--- src/rtl/alu_exec_unit.sv ---
// Handshaked ALU: single-cycle logic/arith, iterative shift-add multiply and restoring divide,
// with result write-back into a register file. Define ALU_REMAINDER_EN to expose the divide remainder.
module alu_exec_unit #(
    parameter int WIDTH  = 8,
    parameter int REG_AW = 3
) (
    input  logic              clk,
    input  logic              rst,
    input  logic              in_valid,
    output logic              in_ready,
    input  logic [2:0]        opcode,
    input  logic [WIDTH-1:0]  a,
    input  logic [WIDTH-1:0]  b,
    input  logic [REG_AW-1:0] rd,
    output logic              out_valid,
    input  logic              out_ready,
    output logic [WIDTH-1:0]  result,
    output logic              carry_out,
    output logic              zero,
    output logic              busy,
    input  logic [REG_AW-1:0] dbg_sel,
    output logic [WIDTH-1:0]  dbg_data
`ifdef ALU_REMAINDER_EN
    ,
    output logic [WIDTH-1:0]  remainder
`endif
);

    localparam int NREGS = 1 << REG_AW;
    localparam int CW    = $clog2(WIDTH);
    localparam logic [CW-1:0] CNT_LAST = CW'(WIDTH - 1);
    localparam logic [CW-1:0] CNT_ONE  = CW'(1);

    localparam logic [2:0] OP_ADD = 3'd0;
    localparam logic [2:0] OP_SUB = 3'd1;
    localparam logic [2:0] OP_AND = 3'd2;
    localparam logic [2:0] OP_OR  = 3'd3;
    localparam logic [2:0] OP_XOR = 3'd4;
    localparam logic [2:0] OP_MUL = 3'd5;
    localparam logic [2:0] OP_DIV = 3'd6;
    localparam logic [2:0] OP_CMP = 3'd7;

    // Handshake: an op is taken on a rising edge where in_valid && in_ready; a result is
    // released on a rising edge where out_valid && out_ready. Each side holds its payload until then.
    typedef enum logic [1:0] {
        S_IDLE = 2'd0,
        S_EXEC = 2'd1,
        S_DONE = 2'd2
    } state_t;

    state_t              state_q, state_d;
    logic [2:0]          op_q, op_d;
    logic [WIDTH-1:0]    a_q, a_d;
    logic [WIDTH-1:0]    b_q, b_d;
    logic [REG_AW-1:0]   rd_q, rd_d;
    logic [CW-1:0]       cnt_q, cnt_d;
    logic [2*WIDTH-1:0]  prod_q, prod_d;
    logic [WIDTH-1:0]    quo_q, quo_d;
    logic [WIDTH-1:0]    prem_q, prem_d;
    logic [WIDTH-1:0]    result_q, result_d;
    logic                carry_q, carry_d;
    logic                zero_q, zero_d;
    logic [WIDTH-1:0]    regs_q [NREGS];
`ifdef ALU_REMAINDER_EN
    logic [WIDTH-1:0]    rem_q, rem_d;
    logic [WIDTH-1:0]    fin_rem;
`endif

    logic [WIDTH:0]      sum;
    logic [WIDTH:0]      diff;
    logic [2*WIDTH-1:0]  prod_next;
    logic [WIDTH:0]      div_trial;
    logic [WIDTH-1:0]    div_sub;
    logic                div_fit;
    logic [WIDTH-1:0]    prem_next;
    logic [WIDTH-1:0]    quo_next;
    logic                fin_en;
    logic [WIDTH-1:0]    fin_result;
    logic                fin_carry;
    logic [REG_AW-1:0]   wb_addr;

    always_comb begin
        sum       = {1'b0, a} + {1'b0, b};
        diff      = {1'b0, a} - {1'b0, b};
        prod_next = prod_q + (b_q[cnt_q] ? ({{WIDTH{1'b0}}, a_q} << cnt_q) : '0);
        // Restoring step: shift the next dividend bit into the partial remainder, subtract if it fits.
        div_trial = {prem_q, quo_q[WIDTH-1]};
        div_sub   = div_trial[WIDTH-1:0] - b_q;
        div_fit   = (div_trial >= {1'b0, b_q});
        prem_next = div_fit ? div_sub : div_trial[WIDTH-1:0];
        quo_next  = {quo_q[WIDTH-2:0], div_fit};
    end

    always_comb begin
        state_d    = state_q;
        op_d       = op_q;
        a_d        = a_q;
        b_d        = b_q;
        rd_d       = rd_q;
        cnt_d      = cnt_q;
        prod_d     = prod_q;
        quo_d      = quo_q;
        prem_d     = prem_q;
        result_d   = result_q;
        carry_d    = carry_q;
        zero_d     = zero_q;
        fin_en     = 1'b0;
        fin_result = '0;
        fin_carry  = 1'b0;
        wb_addr    = rd_q;
`ifdef ALU_REMAINDER_EN
        rem_d      = rem_q;
        fin_rem    = '0;
`endif
        unique case (state_q)
            S_IDLE: begin
                if (in_valid) begin
                    op_d    = opcode;
                    a_d     = a;
                    b_d     = b;
                    rd_d    = rd;
                    wb_addr = rd;
                    cnt_d   = '0;
                    prod_d  = '0;
                    prem_d  = '0;
                    quo_d   = a;
                    case (opcode)
                        OP_ADD: begin fin_en = 1'b1; fin_result = sum[WIDTH-1:0];  fin_carry = sum[WIDTH]; end
                        OP_SUB: begin fin_en = 1'b1; fin_result = diff[WIDTH-1:0]; fin_carry = diff[WIDTH]; end
                        OP_AND: begin fin_en = 1'b1; fin_result = a & b; end
                        OP_OR:  begin fin_en = 1'b1; fin_result = a | b; end
                        OP_XOR: begin fin_en = 1'b1; fin_result = a ^ b; end
                        OP_CMP: begin
                            fin_en        = 1'b1;
                            fin_result[0] = (a == b);
                            fin_result[1] = (a < b);
                        end
                        OP_MUL: state_d = S_EXEC;
                        default: begin
                            if (b == '0) begin
                                fin_en    = 1'b1;
                                fin_carry = 1'b1;
`ifdef ALU_REMAINDER_EN
                                fin_rem   = a;
`endif
                            end else begin
                                state_d = S_EXEC;
                            end
                        end
                    endcase
                end
            end
            S_EXEC: begin
                cnt_d = cnt_q + CNT_ONE;
                if (op_q == OP_MUL) begin
                    prod_d = prod_next;
                end else begin
                    prem_d = prem_next;
                    quo_d  = quo_next;
                end
                if (cnt_q == CNT_LAST) begin
                    fin_en = 1'b1;
                    if (op_q == OP_MUL) begin
                        fin_result = prod_next[WIDTH-1:0];
                        fin_carry  = |prod_next[2*WIDTH-1:WIDTH];
                    end else begin
                        fin_result = quo_next;
`ifdef ALU_REMAINDER_EN
                        fin_rem    = prem_next;
`endif
                    end
                end
            end
            S_DONE: begin
                if (out_ready) state_d = S_IDLE;
            end
            default: state_d = S_IDLE;
        endcase

        if (fin_en) begin
            state_d  = S_DONE;
            result_d = fin_result;
            carry_d  = fin_carry;
            zero_d   = (fin_result == '0);
`ifdef ALU_REMAINDER_EN
            rem_d    = fin_rem;
`endif
        end
    end

    always_ff @(posedge clk or negedge rst) begin
        if (!rst) begin
            state_q  <= S_IDLE;
            op_q     <= '0;
            a_q      <= '0;
            b_q      <= '0;
            rd_q     <= '0;
            cnt_q    <= '0;
            prod_q   <= '0;
            quo_q    <= '0;
            prem_q   <= '0;
            result_q <= '0;
            carry_q  <= 1'b0;
            zero_q   <= 1'b0;
`ifdef ALU_REMAINDER_EN
            rem_q    <= '0;
`endif
            for (int i = 0; i < NREGS; i++) regs_q[i] <= '0;
        end else begin
            state_q  <= state_d;
            op_q     <= op_d;
            a_q      <= a_d;
            b_q      <= b_d;
            rd_q     <= rd_d;
            cnt_q    <= cnt_d;
            prod_q   <= prod_d;
            quo_q    <= quo_d;
            prem_q   <= prem_d;
            result_q <= result_d;
            carry_q  <= carry_d;
            zero_q   <= zero_d;
`ifdef ALU_REMAINDER_EN
            rem_q    <= rem_d;
`endif
            if (fin_en) regs_q[wb_addr] <= fin_result;
        end
    end

    assign in_ready  = (state_q == S_IDLE);
    assign busy      = (state_q == S_EXEC);
    assign out_valid = (state_q == S_DONE);
    assign result    = result_q;
    assign carry_out = carry_q;
    assign zero      = zero_q;
    assign dbg_data  = regs_q[dbg_sel];
`ifdef ALU_REMAINDER_EN
    assign remainder = rem_q;
`endif

endmodule

--- config.mk ---
export PLATFORM = sky130hd
export DESIGN_NAME = alu_exec_unit
export DESIGN_NICKNAME = d
export VERILOG_FILES = /design/src/rtl/alu_exec_unit.sv
export SDC_FILE = /design/constraint.sdc
export NUM_CORES = 1
export LEC_CHECK = 0
export CORE_MARGIN = 5
export CORE_UTILIZATION = 50
export DETAILED_ROUTE_END_ITERATION = 6
export DONT_BUFFER_PORTS = 1
export GPL_TIMING_DRIVEN = 0
export PLACE_DENSITY_LB_ADDON = 0.15
export SLEW_MARGIN = 40
export SYNTH_ARGS = -nofsm -noshare
export SYNTH_HDL_FRONTEND = slang
export SYNTH_SLANG_ARGS = --single-unit
--- constraint.sdc ---
create_clock -name clk -period 11.8 [get_ports clk]
set_input_delay 1.77 -clock clk [delete_from_list [all_inputs] [get_ports clk]]
set_output_delay 1.77 -clock clk [all_outputs]
set_load 0.05 [all_outputs]
Word level (Yosys, flattened, before mapping)
Cells that the tools add are included.
{ "totals": {"latchBits": 0, "out_inout_bits": 21, "regBits": 133, "memories": 0, "mem_bits_ro": 0, "inputBits": 29, "mem_bits_rw": 0} }
{ "classes": {"n_reduce_logical": 14, "mul": 0, "div_mod_pow": 0, "muxes": 45, "n_eq_ne": 19, "bitwise": 5, "shift": 1, "magnitude_cmp": 6, "addsub": 5} }
{ "op_table": {"columns": ["cell", "count"], "rows": [
  ["two-way mux 8 bit", 11],
  ["bitwise mux 64 bit", 1],
  ["two-way mux 16 bit", 3],
  ["one-hot mux 8 bit (2 select lines)", 3],
  ["one-hot mux 16 bit (2 select lines)", 1],
  ["one-hot mux 6 bit (5 select lines)", 1],
  ["binary-select mux 8 bit (select 3 bit)", 1],
  ["demux 8 bit (select 3 bit)", 1],
  ["adder 16 bit", 1],
  ["zero test 8 bit", 2],
  ["<< shifter 8 x 3 -> 16 bit", 1],
  ["== test 3 bit (second input constant)", 5],
  ["one-hot mux 2 bit (6 select lines)", 1],
  ["adder 8 x 8 -> 9 bit", 1],
  ["greater-or-equal comparator 9 x 8 -> 1 bit", 1],
  ["two-way mux 3 bit", 3],
  ["subtractor 8 x 8 -> 9 bit", 1],
  ["AND 8 bit", 1],
  ["== test 8 bit", 1],
  ["greater-or-equal comparator 4 bit (second input constant)", 2],
  ["< comparator 8 bit", 1],
  ["two-way mux 2 bit", 4],
  ["inverter 3 -> 4 bit", 2],
  ["bitwise OR 8 bit", 1],
  ["other kinds (31)", 45]
]} }

Logic depth before layout (Yosys ltp)
{ "depth": {"depth_word": 8, "depth_mapped": 16, "depth_no_buf": 14} }

Worst setup path before layout
Ideal clock, no wire load.
{ "synth_timing": {"kind": "input -> output", "start": "input port dbg_sel[0]", "end": "output port dbg_data[3]", "path_buffers": 2, "arrival_ns": 3.641, "slack_ns": 6.389, "path_stages": 4, "cell_sequence": "clkbuf_1 buf_1 mux4_2 mux2_2"} }
{ "synth_between": {"elab_chain_cells": 4} }
{ "synth_rtl": {"columns": ["item", "line_no", "rtl"], "rows": [
  ["start: declaration", "21", "input logic [REG_AW-1:0] dbg_sel,"],
  ["inverter 3 -> 4 bit (implied by the code)", "235", "assign dbg_data = regs_q[dbg_sel];"],
  ["binary-select mux 8 bit (select 3 bit)", "235", null],
  ["two-way mux 8 bit (implied by the code) (2 in a row)", "235", null],
  ["end: declaration", "22", "output logic [WIDTH-1:0] dbg_data"]
]} }
No other way between the ends. The select of a mux whose other input is x is not followed.

Worst setup path after layout
{ "layout_timing": {"start": "input port dbg_sel[0]", "end": "output port dbg_data[6]"} }
The elaborated chain is that of the path after synthesis.

==> results.cfg <==
[sta]
hold_ws_ns = 0.482
worst_pin_slew_ns = 0.780
finalSetupTns_ns = 0
setup_viol = 0
rsz0062_at_grt = false
hold_viol = 0
slew_headroom = 0.480
clock.fmax_ghz = 0.184
period_needed_ns = 5.45
fin_crit_sh = 0.462
drv_slew = 0
skew_ns = 0.0112

[floorplanning]
die-area_um2 = 20100
num_io_pins = 50
num_rows = 48
die_w_um = 142
die_y_um = 142
core_um2 = 17200
start_util = 0.505

[clocking]
post_cts_buffers = 0
cts-resized-gates = 0
cts.clk_slew.worst_paths_ns = 0.06
hold_buffers = 0
cts-root-buf = clkbuf_16
clock_latency_ns = 0.43
cts_buffers = 17
cts.sinks = 133
cts_buffer_depth = 2
htree_num_levels = 4
cts_tree = built

[final_layout]
insertedDiodeCount = 0
syn_to_final_growth_pct = 10.6
fin_nets = 1012
finalNonFillerCells = 1168
final_layout_size_suffix_gt1_frac = 0.161
regArea_um2 = 3330
multi_input_area_um2 = 5000
fillers = 1536
finalInstanceArea_um2 = 9590

[outcome]
status = finished, final reports clean

[critical_path]
crit_required_ns = 10.03
worstSetupPathType = in -> out
cp_cell_sequence = clkbuf_1 > buf_2 > mux4_2 > mux2_2
path_max_fanout = 10
arrival_ns = 3.68
slowest_delay_ns = 0.58
cp-end-kind = output port
crit_slowest_cell = mux4_2
crit_path_start_kind = input pin

[logic_synthesis]
synthDistinctLibCells = 82
synth_top_area_share = 0.384
yosys-top-cells-area = dfrtp_1 (38%), mux2_2 (7.4%), ha_1 (7.1%)
async_flop_share = 1.00
ys_warn_count = 0
postSynthAreaPerCell_um2 = 9.53
synthFlopType = dfrtp_1
synth_seq_cells = 133
ys_seq_area_frac = 0.384
synth_edf_count = 0
synth_nets = 992
synthesis.area_um2 = 8670
yosys.area.top_type = dfrtp_1
synth_cells = 910

[worst_hold_path]
hold_class = reg -> reg

[pwr]
leakage_nw = 4.38
ir_drop_mv = 0.128
p_per_area_nw_per_um2 = 240

[drt]
vias = 6949
postRouteAntennaNets = 0
drc = 0
drt_wl_total_mm = 23.0
dr.pass1.iters = 5
drt_iter0_drc = 579
routedWlPerCell_um = 19.7
vias_per_cell = 5.95

[placement]
place_inst = 1136
dp_hpwl_mm = 17.0
place_area_um2 = 8960
io_buffers = 0
gp_congestion = 0.944

[global_route]
grt_pass1_wl_mm = 37.1
track_usage = 0.236
overflow = 0
grt_max_degree = 134
grt_pass1_vias = 6868
antenna_found_initial = 0

[flow_run]
max_cap_violations = 0
## layer usage
layer | share of wire | track usage | vias up
met5 | 0 | 0 | -
met3 | 0.057 | 0.0536 | 35
met4 | 0.016 | 0.0606 | 0
met2 | 0.45 | 0.372 | 187
li1 | - | - | 3321
met1 | 0.47 | 0.333 | 3406
## logic make-up (layout without fill, tap and decap cells)
family                     Yosys count  in the layout  synth area share
muxes                               94             94             0.144
AOI/OAI and AO/OA                  232            232             0.171
adders and majority gates           53             53            0.0800
DFF                                133            133             0.384
xor gates and xnor gates            18             18            0.0182
and+or+nand+nor                    292            292             0.162
buffers and inverters               88            121            0.0404
## synth_stat cells (all sizes together), types with 4 or more instances
library cell    n
nor3           19
a21oi          54
ha             49
xnor2           7
nand2b          6
o31ai           7
mux2           61
dfrtp         133
buf            12
a21o           12
a211oi         12
inv            46
o21a            7
mux2i          15
nor2           85
nand3          41
xor2           11
o21ai          85
a211o           7
fa              4
nor4            8
nand2          96
a31oi           4
or2             5
o211ai          6
nor2b          10
mux4           18
a21boi          4
clkbuf         30
## placed cells by master, fill, tap and decap left out, types with 5 or more instances in the layout
| master | count |
|---|---|
| o21ai_0 | 79 |
| clkbuf_1 | 29 |
| mux4_2 | 18 |
| nor2b_1 | 10 |
| mux2_2 | 57 |
| nand2_1 | 95 |
| nand2b_1 | 6 |
| a21oi_1 | 54 |
| or2_2 | 5 |
| inv_6 | 5 |
| ha_1 | 49 |
| xnor2_1 | 7 |
| nor4_1 | 8 |
| o211ai_1 | 6 |
| inv_1 | 44 |
| clkbuf_16 | 17 |
| nor3_1 | 14 |
| a211oi_1 | 10 |
| xor2_1 | 11 |
| buf_2 | 9 |
| o21a_1 | 7 |
| nor2_1 | 82 |
| o31ai_1 | 6 |
| mux2i_1 | 13 |
| nand3_1 | 37 |
| a211o_1 | 7 |
| dfrtp_1 | 133 |
| a21o_1 | 12 |
## where the power goes
group          total, W  switching, W  internal (W)
clock          0.000566      0.000227      0.000338
sequential     0.000801      0.000172      0.000629
combinational  0.000933      0.000566      0.000367
total           0.00230      0.000965       0.00133
## through the flow
step	setup slack (ns)	power (W)	util
2_1_floorplan	6.39	0.00151	-
3_3_place_gp	5.94	0.00172	0.521
3_5_place_dp	6.31	0.00173	0.522
4_1_cts	6.31	0.00230	0.558
5_1_grt	6.19	0.00245	0.558
6_report	6.35	0.00230	0.558
## sequential cells by signal, summed over array words and instances, names as in the netlist
name	cells
a_q	8
carry_out	1
state_q	2
prem_q	8
rd_q	3
quo_q	8
result	8
zero	1
prod_q	16
op_q	3
regs_q	64
cnt_q	3
b_q	8
## cell type report
class                      count  share of cell area
multi-input combinational    689               0.522
sequential                   133               0.347
clock buffer                  17              0.0444
tap                          225              0.0294
clock inverter                15              0.0201
buffer                        42              0.0188
inverter                      46              0.0180
timing repair buffer           1            0.000522
## path summary, 6_finish.rpt
path	cells after the start	end	startpoint	slack, ns
max reg2reg	16	regs_q[6]	cnt_q[0]	7.15
max in group asynchronous	0	regs_q[6]	rst	10.57
min	1	regs_q[42]	regs_q[42]	0.48
min in group asynchronous	0	prod_q[10]	rst	1.04
max	4	dbg_data[6]	dbg_sel[0]	6.35
min reg2reg	1	regs_q[42]	regs_q[42]	0.48
## worst max-delay path, delay by kind of cell
family | cells | cell delay (ns)
buffers and inverters | 2 | 0.91
muxes | 2 | 0.99
(Power assumes the default switching activity.)
